===== src/rtl/param_fifo.sv =====
// -----------------------------------------------------------------------------
// param_fifo
//
// Single-clock synchronous FIFO with registered read data, occupancy count,
// threshold flags and sticky overflow/underflow error flags.
//
// Parameters
//   FIFO_WIDTH    : data word width in bits
//   FIFO_DEPTH    : number of entries (power of two, >= 2)
//   AFULL_THRESH  : almost_full asserts when count >= this (1..FIFO_DEPTH-1)
//   AEMPTY_THRESH : almost_empty asserts when count <= this (1..FIFO_DEPTH-1)
//
// Ports
//   clk          : sole clock, rising edge
//   rstN         : asynchronous active-low reset
//   wr_en        : write request, data_in captured when accepted
//   data_in      : write data
//   rd_en        : read request, data_out updated when accepted
//   err_clr      : clears overflow/underflow (a coincident set wins)
//   data_out     : registered read data, holds between accepted reads
//   empty, full  : occupancy flags decoded from count
//   almost_empty, almost_full : threshold flags decoded from count
//   count        : current occupancy, 0..FIFO_DEPTH
//   overflow     : sticky, set by a write request while full
//   underflow    : sticky, set by a read request while empty
// -----------------------------------------------------------------------------
module param_fifo #(
    parameter int FIFO_WIDTH    = 32,
    parameter int FIFO_DEPTH    = 32,
    parameter int AFULL_THRESH  = FIFO_DEPTH - 4,
    parameter int AEMPTY_THRESH = 4
) (
    input  logic                          clk,
    input  logic                          rstN,
    input  logic                          wr_en,
    input  logic [FIFO_WIDTH-1:0]         data_in,
    input  logic                          rd_en,
    input  logic                          err_clr,
    output logic [FIFO_WIDTH-1:0]         data_out,
    output logic                          empty,
    output logic                          full,
    output logic                          almost_empty,
    output logic                          almost_full,
    output logic [$clog2(FIFO_DEPTH):0]   count,
    output logic                          overflow,
    output logic                          underflow
);

    localparam int AW = $clog2(FIFO_DEPTH);
    localparam int CW = AW + 1;

    localparam logic [CW-1:0] DEPTH_C  = CW'(FIFO_DEPTH);
    localparam logic [CW-1:0] AFULL_C  = CW'(AFULL_THRESH);
    localparam logic [CW-1:0] AEMPTY_C = CW'(AEMPTY_THRESH);

    // Reject illegal parameterisations while elaborating.
    if (FIFO_DEPTH < 2 || (FIFO_DEPTH & (FIFO_DEPTH - 1)) != 0) begin : g_bad_depth
        $error("param_fifo: FIFO_DEPTH must be a power of two and at least 2");
    end
    if (FIFO_WIDTH < 1) begin : g_bad_width
        $error("param_fifo: FIFO_WIDTH must be at least 1");
    end
    if (AFULL_THRESH < 1 || AFULL_THRESH > FIFO_DEPTH - 1) begin : g_bad_afull
        $error("param_fifo: AFULL_THRESH must be in 1..FIFO_DEPTH-1");
    end
    if (AEMPTY_THRESH < 1 || AEMPTY_THRESH > FIFO_DEPTH - 1) begin : g_bad_aempty
        $error("param_fifo: AEMPTY_THRESH must be in 1..FIFO_DEPTH-1");
    end

    logic [FIFO_WIDTH-1:0] mem [FIFO_DEPTH];
    logic [AW-1:0]         wr_ptr;
    logic [AW-1:0]         rd_ptr;
    logic [CW-1:0]         count_q;
    logic                  wr_acc;
    logic                  rd_acc;

    // Request semantics: wr_en/rd_en are requests sampled at the rising edge.
    // A write is taken only when the FIFO is not full, a read only when it is
    // not empty, both judged on the pre-edge count. A refused request leaves
    // memory, pointers, count and data_out untouched and only raises the
    // matching sticky error flag. Because acceptance depends on pre-edge
    // state, a full FIFO with both requests drains one word and refuses the
    // write, and an empty FIFO with both requests stores one word and
    // refuses the read.
    assign wr_acc = wr_en && !full;
    assign rd_acc = rd_en && !empty;

    // Storage is not reset; a word is only ever read after being written.
    always_ff @(posedge clk) begin
        if (wr_acc) begin
            mem[wr_ptr] <= data_in;
        end
    end

    // Pointers are exactly AW bits, so the +1 wraps DEPTH-1 -> 0 naturally.
    always_ff @(posedge clk or negedge rstN) begin
        if (!rstN) begin
            wr_ptr   <= '0;
            rd_ptr   <= '0;
            count_q  <= '0;
            data_out <= '0;
        end else begin
            if (wr_acc) begin
                wr_ptr <= wr_ptr + AW'(1);
            end
            if (rd_acc) begin
                rd_ptr   <= rd_ptr + AW'(1);
                data_out <= mem[rd_ptr];
            end
            case ({wr_acc, rd_acc})
                2'b10:   count_q <= count_q + CW'(1);
                2'b01:   count_q <= count_q - CW'(1);
                default: count_q <= count_q;
            endcase
        end
    end

    // Sticky errors: set has priority over err_clr on the same edge.
    always_ff @(posedge clk or negedge rstN) begin
        if (!rstN) begin
            overflow  <= 1'b0;
            underflow <= 1'b0;
        end else begin
            if (wr_en && full) begin
                overflow <= 1'b1;
            end else if (err_clr) begin
                overflow <= 1'b0;
            end
            if (rd_en && empty) begin
                underflow <= 1'b1;
            end else if (err_clr) begin
                underflow <= 1'b0;
            end
        end
    end

    // All status flags are pure decodes of the registered count, so they
    // move on the same edge as count and take reset values with it.
    assign count        = count_q;
    assign empty        = (count_q == '0);
    assign full         = (count_q == DEPTH_C);
    assign almost_full  = (count_q >= AFULL_C);
    assign almost_empty = (count_q <= AEMPTY_C);

endmodule

===== config.mk =====
export PLATFORM = sky130hd
export DESIGN_NAME = param_fifo
export DESIGN_NICKNAME = d
export VERILOG_FILES = /design/src/rtl/param_fifo.sv
export SDC_FILE = /design/constraint.sdc
export NUM_CORES = 1
export LEC_CHECK = 0
export BUFFER_PORTS_ARGS = -buffer_cell sky130_fd_sc_hd__buf_2
export CAP_MARGIN = 20
export CORE_MARGIN = 3
export CORE_UTILIZATION = 35
export DETAILED_ROUTE_END_ITERATION = 12
export GPL_TIMING_DRIVEN = 0
export PLACE_DENSITY_LB_ADDON = 0.25
export SLEW_MARGIN = 10
export SYNTH_ARGS = -nofsm -noshare
export SYNTH_HDL_FRONTEND = slang
export SYNTH_SLANG_ARGS = --single-unit

===== constraint.sdc =====
create_clock -name clk -period 3.39 [get_ports clk]
set_input_delay 0.339 -clock clk [delete_from_list [all_inputs] [get_ports clk]]
set_output_delay 0.339 -clock clk [all_outputs]
set_load 0.03 [all_outputs]

==> out/qor.csv <==
stage,metric,value,unit
status,outcome,"finished, final reports clean",
clock_network,CTS root buffer,clkbuf_16,
critical_path,Worst Setup End Kind,flop,
logic_synthesis,Synth Area per Inst,18.52,sq um
clock_network,CTS buffer count,102,
logic_synthesis,Gate Count Post-Synth,2245,
global_route,GRT Overall Usage,17.55,%
timing,worst hold slack,0.1979,ns
cells_and_area,Synth-to-Final Area Change,17.14,%
timing,RSZ-0062 raised after global routing,yes,
timing,setup TNS,0,ns
drt,max layer used,met5,
cells_and_area,share of cells above drive strength 1,16.94,%
global_route,initial antenna violation count,6,
logic_synthesis,top post-synthesis cells by area,"edfxtp_1 74%, mux2i_1 10%, a22oi_1 3.9%",
logic_synthesis,Yosys reg bits,1074,
place,I/O Buffers,80,
cells_and_area,number of fill cells,10279,
floorplanning,DIE AREA,122900,sq um
timing,"Hold Vio Cnt, Final",0,
drt,Wirelength per Cell,26.36,um
clock_network,Clock transition at path regs,0.06,ns
critical_path,"critical path fanouts, max",21,
floorplanning,IO Pins,81,
place,DPL Wire Length,74.63,mm
place,GPL Wtd Cong,0.7834,
timing,final setup vio count,0,
timing,min Tclk post-route,3.337,ns
floorplanning,core area,117000,sq um
logic_synthesis,post-synth cell types,53,
timing,final slew viol count,0,
logic_synthesis,"area leader, netlist",edfxtp_1,
timing,max_slew headroom,36.28,%
cells_and_area,nets,2529,
place,placed insts,3881,
global_route,largest net degree at the start of global routing,51,
drt,WL final,108.1,mm
job,max cap viols,0,
cells_and_area,"commonest non-fill, non-tap cell in the layout",edfxtp_1,
drt,initial drt markers,2027,
timing,Max Clk Rate,299.7,MHz
power,PwrDens,810.4,nW/um^2
place,Placed Area,44830,sq um
logic_synthesis,Synth warnings,0,
drt,Initial DRT Pass Iterations,5,
cells_and_area,final instance area,48700,sq um
drt,drt drc,0,
logic_synthesis,ys flop type,edfxtp_1,
clock_network,H-Tree Depth,3,
floorplanning,Initial Util,35.54,%
logic_synthesis,synthesized area,41570,sq um
power,Leak,0.01617,uW
drt,Via Count,21675,
cells_and_area,Multi-input gate area,9128,sq um
critical_path,CP Data Arrival Time,3.70,ns
global_route,vias in the first global route,22448,
drt,M1 wire length,45.54,mm
drt,wire length on met2,54.50,mm
global_route,GRT overflow,0,
critical_path,crit path launch type,flop,
clock_network,worst skew pair latency,0.68,ns
global_route,global-route wire length before repair,155.8,mm
logic_synthesis,Synth top area share,73.97,%
floorplanning,row cnt,125,
worst_hold_path,min-delay worst type,input port to flop,
cells_and_area,"Core Util, Final",41.63,%
drt,remaining antenna violation count,0,
drt,via density per instance,5.283,
cells_and_area,"commonest non-fill, non-tap cells in the layout","1,024 x edfxtp_1, 436 x mux2i_1, 216 x a22oi_1",
floorplanning,Die Wd,350.6,um
logic_synthesis,sequential area share after synthesis,76.98,%
logic_synthesis,"Net Count, Synth",2290,
timing,worst slew pin tran,0.9558,ns
timing,Clock Skews,0.01740,ns
logic_synthesis,Async SR Flop Fraction,4.655,%
cells_and_area,Seq. cell area,32000,sq um
cells_and_area,Finished Layout Cells,4103,
floorplanning,die height,350.6,um
drt,met3 WL,5.855,mm
timing,Final period util,98.44,%
logic_synthesis,"EDFF count, synth",1024,
critical_path,"Data required, critical path",3.75,ns
power,peak supply drop,0.4278,mV
clock_network,clk buf depth,3,
critical_path,Setup CP Type,flop to flop,
clock_network,Clock Sinks,1074,
clock_network,CTS tree,built,
-- state kept, by name, indices dropped and copies added (netlist names) --
register and count:
count 6, mem 1024, rd_ptr 5, overflow 1
wr_ptr 5, data_out 32, underflow 1
-- cell families (layout without fill, tap and decap cells) --
logic type               after synthesis  count (layout)  synth area share [%]
adder cells (fa/ha/maj)                8               8                0.2408
AO/OA/AOI/OAI                        396             396                 6.661
multiplexers                         477             477                 12.64
XOR/XNOR                              15              15                0.3160
AND/OR/NAND/NOR                      128             128                 1.517
other                                  0               5                     0
flip-flops                          1074            1074                 76.98
buffers and inverters                147             476                 1.652
-- report_power, final --
part,switching [uW],internal [uW],total (uW)
Clock,4830,6950,11800
Combinational,7550,3960,11500
Sequential,539,15600,16200
-- timing repair --
action / CTS / global route
setup endpoints to repair: 179 / 287
endpoints found under the hold margin: 52 / 0
resized for setup: 2 / 5
setup buffers: 19 / 0
hold buffers: 5 / 0
pin swaps: 12 / 0
-- through the flow --
| step | setup WS [ns] | total power (uW) |
|---|---|---|
| 2_1_floorplan | -0.03077 | 23480 |
| 3_3_place_gp | -1.790 | 27460 |
| 3_5_place_dp | -0.4928 | 27960 |
| 4_1_cts | 0.002089 | 39840 |
| 5_1_grt | -0.2030 | 41110 |
| 6_report | 0.05280 | 39470 |
-- cell usage after synthesis, drive strengths merged, types with 3 or more instances --
cell type and number:
a21oi 98, a22o 3, a22oi 216, and2 4
and3b 3, buf 69, clkbuf 69, dfrtp 50
edfxtp 1024, ha 8, inv 9, mux2 3
mux2i 436, mux4 38, nand2 45, nand3 5
nand3b 3, nand4 3, nor2 39, nor2b 10
o211ai 30, o21ai 8, o41ai 31, xnor2 9
xor2 6
-- area by class of cell --
| class | instances | area share [%] |
|---|---|---|
| inverters | 9 | 0.07451 |
| clock buffers | 123 | 5.424 |
| well taps | 1524 | 3.916 |
| repair buffers | 137 | 3.042 |
| flip-flops and latches | 1074 | 65.71 |
| multi-input cells | 1024 | 18.74 |
| clock inverters | 71 | 1.734 |
| plain buffers | 136 | 1.331 |
| diodes | 5 | 0.02569 |
-- critical path, stage by stage, from the launching register on --
cell	delay (ns)
dfrtp_1	0.37
clkbuf_1	0.37
nor4_1	0.15
a21oi_1	0.48
nand2_1	0.66
nor2_4	0.69
buf_12	0.26
-- path summary, 6_finish.rpt --
kind	start	end	slack, ns	cells after the start
worst max-delay path	count[2]	mem[6][14]	0.05	6
worst min-delay path	data_in[12]	mem[11][12]	0.20	1
max in group asynchronous	rstN	data_out[13]	2.50	2
worst max register to register	count[2]	mem[6][14]	0.05	6
min in group asynchronous	rstN	count[3]	0.27	2
worst min register to register	data_out[4]	data_out[4]	0.51	2
-- per-layer routing --
| metal | GRT usage, % | up-vias |
|---|---|---|
| li1 | - | 9584 |
| met1 | 23.01 | 11321 |
| met2 | 30.39 | 631 |
| met3 | 2.649 | 135 |
| met4 | 4.788 | 4 |
| met5 | 0 | - |
Power figures use the tool's default switching activity.
